--- config.mk ---
export PLATFORM = sky130hd
export DESIGN_NAME = stopwatch_ctrl
export DESIGN_NICKNAME = d
export VERILOG_FILES = /design/src/rtl/stopwatch_ctrl.sv
export SDC_FILE = /design/constraint.sdc
export NUM_CORES = 1
export LEC_CHECK = 0
export ABC_CLOCK_PERIOD_IN_PS = 1500
export CORE_MARGIN = 3
export CORE_UTILIZATION = 45
export CTS_CLUSTER_SIZE = 30
export DETAILED_ROUTE_END_ITERATION = 6
export HOLD_SLACK_MARGIN = 0.05
export PLACE_DENSITY = 0.69
export RECOVER_POWER = 25
export REMOVE_ABC_BUFFERS = 1
export SLEW_MARGIN = 0
export SYNTH_ARGS = -nofsm -noshare
export SYNTH_HDL_FRONTEND = slang
export SYNTH_SLANG_ARGS = --single-unit
--- constraint.sdc ---
create_clock -name clk -period 1.5 [get_ports clk]
set_input_delay 0.225 -clock clk [delete_from_list [all_inputs] [get_ports clk]]
set_output_delay 0.225 -clock clk [all_outputs]
set_load 0.005 [all_outputs]
--- src/rtl/stopwatch_ctrl.sv ---
// stopwatch_ctrl: command and display front end for the stopwatch event counter.
//
// Debounces the start/pause/stop buttons, runs the IDLE/RUN/PAUSED state
// machine, emits one-cycle command flags, generates the prescaled count tick
// in RUN, and converts the returned count to 5-digit BCD with a free-running
// sequential double-dabble converter.
//
// Ports:
//   clk          in   system clock, all logic on posedge
//   rst          in   asynchronous active-low reset
//   btn_start    in   raw start button (async, active-high)
//   btn_pause    in   raw pause button (async, active-high)
//   btn_stop     in   raw stop button (async, active-high)
//   cnt_events   in   [15:0] current count from the counter
//   flags        out  [7:0] one-cycle command: 01 START, 02 PAUSE, 04 STOP
//   active_event out  one-cycle count tick, RUN only
//   run_state    out  [1:0] 0 IDLE, 1 RUN, 2 PAUSED
//   bcd          out  [19:0] {d4,d3,d2,d1,d0} of the last converted count
//   bcd_valid    out  one-cycle pulse when bcd updates
module stopwatch_ctrl #(
  parameter int unsigned DEB_CYCLES = 1000,
  parameter int unsigned TICK_DIV   = 100
) (
  input  logic        clk,
  input  logic        rst,
  input  logic        btn_start,
  input  logic        btn_pause,
  input  logic        btn_stop,
  input  logic [15:0] cnt_events,
  output logic [7:0]  flags,
  output logic        active_event,
  output logic [1:0]  run_state,
  output logic [19:0] bcd,
  output logic        bcd_valid
);

  localparam int unsigned DebW = $clog2(DEB_CYCLES + 1);
  localparam int unsigned PreW = $clog2(TICK_DIV);
  localparam logic [DebW-1:0] DebLast = DebW'(DEB_CYCLES - 1);
  localparam logic [PreW-1:0] PreLast = PreW'(TICK_DIV - 1);

  typedef enum logic [1:0] {StIdle = 2'd0, StRun = 2'd1, StPaused = 2'd2} run_state_e;
  typedef enum logic [1:0] {CvSample, CvShift, CvLoad} conv_state_e;

  // ---------------------------------------------------------------------------
  // Button synchronisers and debouncers; bit 0 start, 1 pause, 2 stop
  // ---------------------------------------------------------------------------
  logic [2:0]      btn_raw;
  logic [2:0]      sync1_q, sync2_q;
  logic [2:0]      deb_q, deb_d, deb_prev_q;
  logic [DebW-1:0] deb_cnt_q [3];
  logic [DebW-1:0] deb_cnt_d [3];
  logic [2:0]      press;

  assign btn_raw = {btn_stop, btn_pause, btn_start};

  // The counter only runs while the synchronised input disagrees with the
  // debounced level, so any bounce back to the old level restarts the window.
  always_comb begin
    deb_d = deb_q;
    for (int i = 0; i < 3; i++) begin
      deb_cnt_d[i] = '0;
      if (sync2_q[i] != deb_q[i]) begin
        if (deb_cnt_q[i] == DebLast) begin
          deb_d[i] = sync2_q[i];
        end else begin
          deb_cnt_d[i] = deb_cnt_q[i] + 1'b1;
        end
      end
    end
  end

  assign press = deb_q & ~deb_prev_q;

  always_ff @(posedge clk or negedge rst) begin
    if (!rst) begin
      sync1_q    <= '0;
      sync2_q    <= '0;
      deb_q      <= '0;
      deb_prev_q <= '0;
      for (int i = 0; i < 3; i++) begin
        deb_cnt_q[i] <= '0;
      end
    end else begin
      sync1_q    <= btn_raw;
      sync2_q    <= sync1_q;
      deb_q      <= deb_d;
      deb_prev_q <= deb_q;
      for (int i = 0; i < 3; i++) begin
        deb_cnt_q[i] <= deb_cnt_d[i];
      end
    end
  end

  // ---------------------------------------------------------------------------
  // Run-state FSM, command flags and tick prescaler
  // ---------------------------------------------------------------------------
  run_state_e    state_q, state_d;
  logic [7:0]    flags_q, flags_d;
  logic          tick_q, tick_d;
  logic [PreW-1:0] pre_q, pre_d;

  always_ff @(posedge clk or negedge rst) begin
    if (!rst) begin
      state_q <= StIdle;
    end else begin
      state_q <= state_d;
    end
  end

  // Highest-priority press wins: stop > pause > start.
  always_comb begin
    state_d = state_q;
    case (state_q)
      StIdle: begin
        if (press[0] && !press[1] && !press[2]) state_d = StRun;
      end
      StRun: begin
        if (press[2])      state_d = StIdle;
        else if (press[1]) state_d = StPaused;
      end
      StPaused: begin
        if (press[2])                  state_d = StIdle;
        else if (!press[1] && press[0]) state_d = StRun;
      end
      default: state_d = StIdle;
    endcase
  end

  // The prescaler counts every cycle spent in RUN, including the cycle a
  // pause/stop is detected; a wrap in that cycle produces no tick.
  always_comb begin
    flags_d = 8'h00;
    tick_d  = 1'b0;
    pre_d   = pre_q;
    if (state_d != state_q) begin
      case (state_d)
        StRun:    flags_d = 8'h01;
        StPaused: flags_d = 8'h02;
        StIdle:   flags_d = 8'h04;
        default:  flags_d = 8'h00;
      endcase
    end
    if (state_d == StIdle) begin
      pre_d = '0;
    end else if (state_q == StRun) begin
      if (pre_q == PreLast) begin
        pre_d  = '0;
        tick_d = (state_d == StRun);
      end else begin
        pre_d = pre_q + 1'b1;
      end
    end
  end

  always_ff @(posedge clk or negedge rst) begin
    if (!rst) begin
      flags_q <= 8'h00;
      tick_q  <= 1'b0;
      pre_q   <= '0;
    end else begin
      flags_q <= flags_d;
      tick_q  <= tick_d;
      pre_q   <= pre_d;
    end
  end

  assign flags        = flags_q;
  assign active_event = tick_q;
  assign run_state    = state_q;

  // ---------------------------------------------------------------------------
  // Double-dabble converter: 1 sample + 16 shifts + 1 load = 18-cycle period
  // ---------------------------------------------------------------------------
  conv_state_e conv_q, conv_d;
  logic [35:0] shreg_q, shreg_d, adj;   // {bcd[19:0], bin[15:0]}
  logic [3:0]  bit_cnt_q, bit_cnt_d;
  logic [19:0] bcd_q, bcd_d;
  logic        bcd_valid_q, bcd_valid_d;

  always_comb begin
    conv_d = conv_q;
    case (conv_q)
      CvSample: conv_d = CvShift;
      CvShift:  if (bit_cnt_q == 4'd15) conv_d = CvLoad;
      CvLoad:   conv_d = CvSample;
      default:  conv_d = CvSample;
    endcase
  end

  always_comb begin
    adj = shreg_q;
    for (int d = 0; d < 5; d++) begin
      if (shreg_q[16+4*d +: 4] >= 4'd5) adj[16+4*d +: 4] = shreg_q[16+4*d +: 4] + 4'd3;
    end
    shreg_d     = shreg_q;
    bit_cnt_d   = bit_cnt_q;
    bcd_d       = bcd_q;
    bcd_valid_d = 1'b0;
    case (conv_q)
      CvSample: begin
        shreg_d   = {20'd0, cnt_events};
        bit_cnt_d = 4'd0;
      end
      CvShift: begin
        shreg_d   = adj << 1;
        bit_cnt_d = bit_cnt_q + 4'd1;
      end
      CvLoad: begin
        bcd_d       = shreg_q[35:16];
        bcd_valid_d = 1'b1;
      end
      default: ;
    endcase
  end

  always_ff @(posedge clk or negedge rst) begin
    if (!rst) begin
      conv_q      <= CvSample;
      shreg_q     <= '0;
      bit_cnt_q   <= '0;
      bcd_q       <= '0;
      bcd_valid_q <= 1'b0;
    end else begin
      conv_q      <= conv_d;
      shreg_q     <= shreg_d;
      bit_cnt_q   <= bit_cnt_d;
      bcd_q       <= bcd_d;
      bcd_valid_q <= bcd_valid_d;
    end
  end

  assign bcd       = bcd_q;
  assign bcd_valid = bcd_valid_q;

endmodule

# Word-level counts from Yosys, hierarchy flattened
# Index checks and enable logic that the tools add are counted.
# classes
addsub	10
order_cmp	5
eq_ne	16
mux	30
bitwise	2
n_reduce_logical	12
# op_table
op	count
36-bit one-hot mux with 2 select lines	1
10-bit 2-to-1 mux	6
10-bit by 1-bit adder with 10-bit output (second input constant)	3
10-bit == test (second input constant)	3
7-bit 2-to-1 mux	3
4-bit by 3-bit >= comparator with 1-bit output (second input constant)	5
4-bit by 2-bit adder with 4-bit output (second input constant)	4
4-bit 2-to-1 mux	4
2-bit 2-to-1 mux	6
3-bit one-hot mux with 3 select lines	1
4-bit one-hot mux with 2 select lines	1
7-bit by 1-bit adder with 7-bit output (second input constant)	1
7-bit == test (second input constant)	1
2-bit by 1-bit == test with 1-bit output (second input constant)	3
2-bit == test (second input constant)	3
2-bit zero test	3
3-bit 2-to-1 mux	2
2-bit one-hot mux with 3 select lines	1
2-bit AND reduction	3
4-bit by 1-bit adder with 4-bit output (second input constant)	1
4-bit == test (second input constant)	1
1-bit 2-to-1 mux	4
2-bit one-hot mux with 2 select lines	1
2-bit nonzero test	2
8 further kinds	12
# word_totals
regBits	123
input_bits	21
out_inout_bits	32

# Longest topological paths before layout
# Gate-level depths: netlist (run 1).
# depth
word_depth	11
ltp_mapped	6
depth_no_buf	6

# Worst setup path after synthesis (run 1)
# No wires, ideal clock.
# synth_timing
path_type	register to register
startpoint	reg deb_cnt_q[0] (netlist name)
endpoint	reg deb_q[2]
arrival_ns	1.390
path_slack_ns	-0.015
stages_incl_launch_ff	5
n_path_buf	0
period_less_slack_ns	1.515
cell_sequence	dfrtp_1 -> ha_1 -> nand2_1 -> or4_4 -> mux2_4
# synth_between
elab_chain_len	2
# synth_lines
element	line	source
from (decl)	51	logic [DebW-1:0] deb_cnt_q [3];
from (signal, indexed assignment)	90	deb_cnt_q[i] <= deb_cnt_d[i];
10-bit == test	64	if (deb_cnt_q[i] == DebLast) begin
2-bit AND reduction (no line)	--	
to (signal assigned)	79	deb_q <= '0;
to (signal assigned)	87	deb_q <= deb_d;
to (decl)	50	logic [2:0] deb_q, deb_d, deb_prev_q;
# No other way between the ends.
# A chain may end at the register's enable or synchronous reset.

# Worst setup path in the final report (run 1)
# layout_timing
startpoint	reg deb_cnt_q[4] (netlist name)
endpoint	reg deb_q[2]
# The elaborated chain is that of the path after synthesis.

==> results.toml, run 1 <==
[status]
status = "finished, violations left"
failed_checks = "negative setup slack"

[place]
io_buffers = 47
dpl_cell_area_mm2 = 0.00631
gp_congestion = 0.827
post-dp-hpwl_mm = 6.80

[sta]
slew_viol_final = 0
worst_clock_skew_ns = 0.00559
setup_viol = 1
slew_headroom_pct = 58.9
fin_crit_ns = 1.52
period_share_pct = 101
fmax_ghz = 0.660
tightest_slew_ns = 0.616
setup_slack_ns = -0.0154
hold_viol = 0
rsz0062_at_grt = "true"

[floorplanning]
die_w_um = 114
chipHeight_um = 114
rows = 38
initial_core_util_pct = 47.4
core_area_mm2 = 0.0112
ios = 53
die-area_mm2 = 0.0131

[logic_synthesis]
synth_top_family_by_area = "simple AND/OR/NAND/NOR gates"
syn_inst = 501
yosysTopAreaCell = "dfrtp_1"
synth_xor_area_share_pct = 6.29
yosys.area_share.simple_pct = 15.7
synth-seq-cells = 118
synthAdderAreaFrac_pct = 3.74
ys_types = 42
syn_area_mm2 = 0.00529
async_flop_share_pct = 100
synth_edf_count = 0
yosys_warnings = 0
ys_seq_area_share_pct = 55.8
ys_top_cells_by_area = "dfrtp_1, nand2_1, o21ai_0"
syn_area_per_cell_um2 = 10.6
synth-compound-area-share_pct = 8.42
ys_dominant_reg_cell = "dfrtp_1"
synth_mux_area_share_pct = 7.07
synth_top_area_share_pct = 55.8

[clock_network]
clkTransAtPathRegs_ns = 0.05
worstSkewPairLatency_ns = 0.41
htree_num_levels = 4
clock-sinks = 118
cts_tree = "built"
cts_inserted_buffers = 17
clock_path_buffers = 2
clock-root-buffer = "clkbuf_16"

[pwr]
p_switching_mw = 2.39
ir_drop_uv = 1160
clockPowerShare_pct = 42.0
combPwrFrac_pct = 18.1
switching_share_pct = 24.8
power_density_mw_per_mm2 = 1350
sequentialPowerShare_pct = 39.9
power_leakage_nw = 3.41
p_total_mw = 9.62
internal_power_mw = 7.23

[route]
drt_wl_total_mm = 10.4
ant_nets = 0
viasPerCell = 4.99
num_vias = 3851
routedWlPerCell_um = 13.5
drt-initial-drc-count = 168
drc = 0
drtPass1Iterations = 4

[global_routing]
grt_usage_pct = 17.1
antenna_found_initial = 0
grt_max_degree = 45
grt_pass1_wl_mm = 17.6
grt_overflow = 0
grt_pass1_vias = 3829

[hold_path]
hp-start = "sync1_q[0]"
hold_depth = 0
min_to = "sync2_q[0]"
min_path_type = "reg -> reg"

[final_layout]
fillers = 874
final_area_mm2 = 0.00710
most-common-layout-cells = "dfrtp_1, nand2_1, buf_4"
drive_gt1_share_pct = 24.4
final_util_pct = 63.6
antennaDiodeCount = 0
mostFrequentLayoutCell = "dfrtp_1"
syn2layout_area_growth_pct = 34.3
nNetsFinal = 654

[setup_path]
critPathCaptureType = "register"
crit_required_ns = 1.79
crit_chain = "nand2b_1 -> or4_4 -> mux2_4"
r2r_setup_slack_ns = -0.02
reg2reg_depth = 3
cp-start-kind = "register"
critPathKind = "reg -> reg"
arrival_ns = 1.81
r2r-start = "deb_cnt_q[4]"
rr_endpoint = "deb_q[2]"
path_max_fanout = 4
crit_slowest_cell = "or4_4"
cpPeakStageDelay_ns = 0.51

[run]
maxCapViolCount = 0
==> Yosys cell counts (all sizes together) (9+ instances only) <==
master / count
mux2: 18
o21ai: 49
a21oi: 12
xnor2: 23
mux2i: 16
ha: 15
clkbuf: 12
nand2b: 14
nand2: 76
nor3: 12
buf: 9
xor2: 15
nand3: 10
nor2: 45
dfrtp: 118
inv: 14
==> per-layer routing <==
layer | up-vias | global-route usage, % | share of wire [%]
met3 | 19 | 5.87 | 3.9
met4 | 0 | 7.05 | 2.0
met5 | - | 0 | 0
li1 | 1925 | - | -
met2 | 60 | 27.3 | 49
met1 | 1847 | 21.3 | 45
==> worst max-delay path: cells and delay by family (launching register included) <==
kind,cells,cell delay (ns)
AND/OR/NAND/NOR,2,0.67
flip-flops,1,0.41
multiplexers,1,0.32
==> worst max path at each step <==
stage,slack [ns],end,from,cells past startpoint
floorplan,-0.97,bcd[10],conv_q[1],2
global placement,0.01,deb_q[1],deb_cnt_q[10],4
detailed placement,-0.07,shreg_q[26],shreg_q[24],5
CTS,-0.02,deb_q[2],deb_cnt_q[7],3
global route,-0.03,shreg_q[29],shreg_q[29],8
finish,-0.02,deb_q[2],deb_cnt_q[4],3
==> power groups by stage <==
stage | sequential (mW) | combinational [mW] | clock [mW]
finish | 3.84 | 1.74 | 4.04
global route | 3.89 | 1.93 | 4.28
CTS | 3.80 | 1.54 | 4.13
detailed placement | 3.85 | 1.56 | 0
global placement | 3.84 | 1.50 | 0
floorplan | 3.81 | 0.742 | 0
==> logic make-up after synthesis <==
group           after synthesis
simple gates                181
flops                       118
fa+ha+maj                    16
mux                          34
other cells                   1
compound gates               78
xor+xnor                     38
buf+inv                      35
==> through the flow <==
stage          worst slack, ns  setup TNS, ns  hold slack [ns]  cells
2_1_floorplan           -0.971         -26.80          -0.0706    484
3_3_place_gp            0.0141              0            0.156    724
3_5_place_dp           -0.0655         -0.400            0.162    724
4_1_cts                -0.0227        -0.0227            0.225    762
5_1_grt                -0.0344         -0.178            0.354    771
6_report               -0.0154        -0.0154            0.345    771
==> repair_timing <==
item / CTS / global route
hold endpoints to repair: 79 / 0
gates resized for setup: 34 / 37
gates cloned: 0 / 0
setup buffers: 5 / 9
pin swaps: 4 / 11
hold buffers: 1 / 0
setup endpoints to repair: 42 / 24
==> flip-flops by register name, summed over array words and instances, names as in the netlist, 3 cells and up <==
register,cells
deb_prev_q,3
sync1_q,3
bcd,20
sync2_q,3
deb_q,3
pre_q,7
bit_cnt_q,4
flags,3
deb_cnt_q,30
shreg_q,36
==> cell type report <==
class / instances / area, um2 / share of cell area [%]
sequential: 118 / 2950 / 41.6
multi-input combinational: 352 / 2340 / 32.9
timing repair buffer: 115 / 991 / 13.9
clock buffer: 23 / 468 / 6.59
tap: 140 / 175 / 2.47
clock inverter: 9 / 125 / 1.76
inverter: 14 / 52.6 / 0.740
Power figures use the tool's default switching activity.
==> run 2: changes to the inputs <==
--- a/config.mk
+++ b/config.mk
@@ -6,7 +6,7 @@
 export NUM_CORES = 1
 export LEC_CHECK = 0
 export ABC_CLOCK_PERIOD_IN_PS = 1500
-export CORE_MARGIN = 3
+export CAP_MARGIN = 20
 export CORE_UTILIZATION = 45
 export CTS_CLUSTER_SIZE = 30
 export DETAILED_ROUTE_END_ITERATION = 6
==> run 2 against run 1 <==
  * The flow still finishes with violations (negative setup slack)
  * First-iteration DRC count unchanged
  * Clock skew grew 0.0034 ns
  * Core utilization shrank 1.4 points
  * Largest cell class unchanged
==> results.toml, run 2 (synthesized netlist as in run 1, its figures left out) <==
[sta]
period_share_pct = 101
tightest_slew_ns = 0.577
setup_slack_ns = -0.0207
rsz0062_at_grt = "true"
fmax_ghz = 0.658
setup_viol = 1
worst_clock_skew_ns = 0.00896
whs_ns = 0.341
slew_headroom_pct = 61.5
slew_viol_final = 0
fin_crit_ns = 1.52
hold_viol = 0

[clock_network]
clock-root-buffer = "clkbuf_16"
clock-sinks = 118
cts_tree = "built"
htree_num_levels = 4
cts_inserted_buffers = 17
worstSkewPairLatency_ns = 0.41
clock_path_buffers = 2
clkTransAtPathRegs_ns = 0.05

[floorplanning]
die-area_mm2 = 0.0122
rows = 39
die_w_um = 110
ios = 53
chipHeight_um = 110
core_area_mm2 = 0.0114
initial_core_util_pct = 46.3

[final_layout]
most-common-layout-cells = "dfrtp_1, nand2_1, buf_4"
drive_gt1_share_pct = 23.7
fillers = 896
antennaDiodeCount = 0
nNetsFinal = 653
syn2layout_area_growth_pct = 34.2
top_register = "shreg_q"
largest_register_ff_count = 36
fin_cells = 773
mostFrequentLayoutCell = "dfrtp_1"

[run]
maxCapViolCount = 0

[route]
routedWlPerCell_um = 13.4
ant_nets = 0
drt_wl_total_mm = 10.3
drt-initial-drc-count = 168
num_vias = 3897
drtPass1Iterations = 4
drc = 0
viasPerCell = 5.04

[pwr]
power_density_mw_per_mm2 = 1370
p_total_mw = 9.73
ir_drop_uv = 1200
power_leakage_nw = 3.47

[global_routing]
grt_pass1_vias = 4040
grt_max_degree = 65
antenna_found_initial = 0
grt_usage_pct = 18.3
grt_overflow = 0
grt_pass1_wl_mm = 17.9

[setup_path]
path_max_fanout = 3
crit_required_ns = 1.79
critPathKind = "reg -> reg"
r2r_setup_slack_ns = -0.02
arrival_ns = 1.81
cp-start-kind = "register"
critPathCaptureType = "register"

[hold_path]
min_path_type = "in -> async"

[place]
post-place-cells = 726
io_buffers = 47
gp_congestion = 0.811
post-dp-hpwl_mm = 6.82

[status]
failed_checks = "negative setup slack"
status = "finished, violations left"
[run 2: where the power goes]
group	switching (mW)	internal, mW	total (mW)
combinational	0.692	0.955	1.65
sequential	0.289	3.53	3.82
clock	1.37	2.90	4.26
total	2.35	7.39	9.73
[run 2: critical path, cell delays in order, from the launching register on]
cell,delay (ns)
dfrtp_1,0.35
ha_1,0.17
nand2_1,0.06
or4_4,0.52
mux2_4,0.31
[run 2: per-stage QoR]
step           instance area, um2  worst slack [ns]  setup TNS (ns)  util, %
2_1_floorplan                5200            -0.971          -26.80        -
3_3_place_gp                 6280            0.0154               0     55.0
3_5_place_dp                 6280           -0.0631          -0.738     55.0
4_1_cts                      7000          -0.00786        -0.00786     61.3
5_1_grt                      7100           -0.0440          -0.190     62.2
6_report                     7100           -0.0207         -0.0207     62.2
[run 2: what timing repair did]
| item | CTS | global route |
|---|---|---|
| buffers inserted | 10 | 4 |
| resized for setup | 25 | 39 |
| endpoints found under the hold margin | 54 | 0 |
| endpoints found under the setup margin | 41 | 33 |
| hold buffers | 1 | 0 |
| pin swaps | 6 | 9 |
[run 2: area by class of cell]
class / count / area (um2) / area share [%]
multi-input combinational: 352 / 2310 / 32.5
clock inverter: 9 / 148 / 2.08
inverter: 14 / 52.6 / 0.740
clock buffer: 23 / 478 / 6.73
timing repair buffer: 114 / 981 / 13.8
sequential: 118 / 2950 / 41.6
tap: 143 / 179 / 2.52
[run 2: routing by layer]
layer  routed length, um  global-route usage, %  share of wire (%)
met5                   0                      0                  0
met1                4540                   21.0                 44
met3                 322                   5.60                3.1
met2                5310                   31.8                 51
met4                 146                   7.02                1.4
[run 2: final timing paths]
path / to / from / cells after the start
max: deb_q[2] / deb_cnt_q[1] / 4
max in group asynchronous: deb_cnt_q[14] / rst / 3
min in group clk: sync2_q[2] / sync1_q[2] / 0
min reg2reg: sync2_q[2] / sync1_q[2] / 0
min: deb_cnt_q[28] / rst / 2
max reg2reg: deb_q[2] / deb_cnt_q[1] / 4
==> run 3: changes to the inputs <==
--- a/config.mk
+++ b/config.mk
@@ -18,3 +18,4 @@
 export SYNTH_ARGS = -nofsm -noshare
 export SYNTH_HDL_FRONTEND = slang
 export SYNTH_SLANG_ARGS = --single-unit
+export TNS_END_PERCENT = 5
==> run 3 against run 2 <==
  * The run still ends with negative setup slack left
  * Non-clock buffer count down 10
  * Sequential share of layout area up 0.45 points
  * Design area down 1.1%
  * Sequential cell count unchanged
  * Fmax down 0.13%
  * Combinational power down 6%
  * Die area unchanged
  * Setup slack worse by 0.0020 ns
  * Largest power group unchanged
  * Global-route usage down 0.17 points
  * First-iteration DRC count up 8.3%
  * Largest cell class unchanged
  * Wire length down 0.80%
  * Critical path type unchanged
  * Highest routed layer unchanged
  * Critical path depth unchanged
==> results.toml, run 3 (synthesized netlist as in run 1, its figures left out) <==
[status]
status = "finished, violations left"
failed_checks = "negative setup slack"

[clock_network]
clock-root-buffer = "clkbuf_16"
cts_inserted_buffers = 17
clock_path_buffers = 2
clock-sinks = 118
htree_num_levels = 4
clkTransAtPathRegs_ns = 0.05
cts_tree = "built"
worstSkewPairLatency_ns = 0.41

[sta]
setup_tns_ns = -0.0249
slew_viol_final = 0
hold_viol = 0
whs_ns = 0.344
setup_slack_ns = -0.0227
worst_clock_skew_ns = 0.00784
rsz0062_at_grt = "true"
fin_crit_ns = 1.52
fmax_ghz = 0.657
slew_headroom_pct = 62.1
tightest_slew_ns = 0.569
setup_viol = 2
period_share_pct = 102

[final_layout]
syn2layout_area_growth_pct = 32.8
most-common-layout-cells = "dfrtp_1, nand2_1, buf_4"
nNetsFinal = 643
antennaDiodeCount = 0
fin_cells = 763
final_area_mm2 = 0.00703
largest_register_ff_count = 36
fillers = 909
mostFrequentLayoutCell = "dfrtp_1"
drive_gt1_share_pct = 21.8
top_register = "shreg_q"
final_util_pct = 61.5

[floorplanning]
initial_core_util_pct = 46.3
ios = 53
die-area_mm2 = 0.0122
rows = 39
chipHeight_um = 110
core_area_mm2 = 0.0114
die_w_um = 110

[setup_path]
r2r_setup_slack_ns = -0.02
critPathKind = "reg -> reg"
critPathCaptureType = "register"
endpoint = "deb_q[2]"
crit_required_ns = 1.79
path_max_fanout = 3
arrival_ns = 1.82
crit_start = "deb_cnt_q[1]"
cp-start-kind = "register"
rr_endpoint = "deb_q[2]"
r2r-start = "deb_cnt_q[1]"
reg2reg_depth = 4

[pwr]
clockPowerShare_pct = 44.3
power_leakage_nw = 3.40
power_density_mw_per_mm2 = 1370
sequentialPowerShare_pct = 39.6
p_switching_mw = 2.31
combPwrFrac_pct = 16.1
ir_drop_uv = 1190
switching_share_pct = 23.9
p_total_mw = 9.64
internal_power_mw = 7.33

[global_routing]
antenna_found_initial = 0
grt_usage_pct = 18.1
grt_pass1_vias = 3985
grt_pass1_wl_mm = 17.7
grt_max_degree = 65
grt_overflow = 0

[route]
drtPass1Iterations = 4
ant_nets = 0
num_vias = 3861
drt_wl_total_mm = 10.2
viasPerCell = 5.06
drt-initial-drc-count = 182
routedWlPerCell_um = 13.4
drc = 0

[place]
place_ws_ns = -0.0631
post-place-cells = 726
post-dp-hpwl_mm = 6.82
dpl_cell_area_mm2 = 0.00628
gp_congestion = 0.811
io_buffers = 47

[run]
maxCapViolCount = 0

[hold_path]
min_path_type = "in -> async"
-- run 3: power groups by stage --
stage | Clock, mW | Sequential [mW] | Combinational, mW
after global routing | 4.51 | 3.86 | 1.76
after global placement | 0 | 3.84 | 1.51
final | 4.27 | 3.81 | 1.55
after detailed placement | 0 | 3.85 | 1.57
after CTS | 4.35 | 3.81 | 1.54
after floorplan | 0 | 3.81 | 0.742
-- run 3: worst min-delay path by stage --
stage / startpoint / depth (start not counted) / slack [ns] / end
finish: rst / 2 / 0.34 / deb_cnt_q[28]
global route: btn_start / 1 / 0.35 / sync1_q[0]
floorplan: rst / 0 / -0.07 / active_event
global placement: rst / 1 / 0.13 / deb_cnt_q[26]
CTS: btn_start / 1 / 0.24 / sync1_q[0]
detailed placement: rst / 1 / 0.14 / deb_cnt_q[26]
-- run 3: layout make-up --
class | count | area [um2] | share of cell area (%)
multi-input combinational | 352 | 2300 | 32.8
tap | 143 | 179 | 2.55
inverter | 14 | 52.6 | 0.748
clock buffer | 23 | 478 | 6.80
sequential | 118 | 2950 | 42.0
clock inverter | 9 | 148 | 2.10
timing repair buffer | 104 | 911 | 13.0
-- run 3: critical path, stage by stage (launching register included) --
cell and delay, ns:
dfrtp_1 0.35, ha_1 0.18, nand2_1 0.06, or4_4 0.52, mux2_4 0.31
-- run 3: repair_timing --
item | in CTS | in global routing
setup buffers | 1 | 3
pin swaps | 3 | 6
endpoints found under the hold margin | 54 | 0
cloned | 0 | 0
resized for setup | 27 | 31
hold buffers | 1 | 0
endpoints found under the setup margin | 41 | 28
-- run 3: layer usage --
metal  up-vias  routed length [um]  share of wire [%]  track usage, %
met1      1890                4440                 43            20.9
met3        13                 365                3.6            5.60
met2        66                5270                 51            31.3
met5         -                   0                  0               0
met4         0                 161                1.6            7.11
li1       1892                   -                  -               -
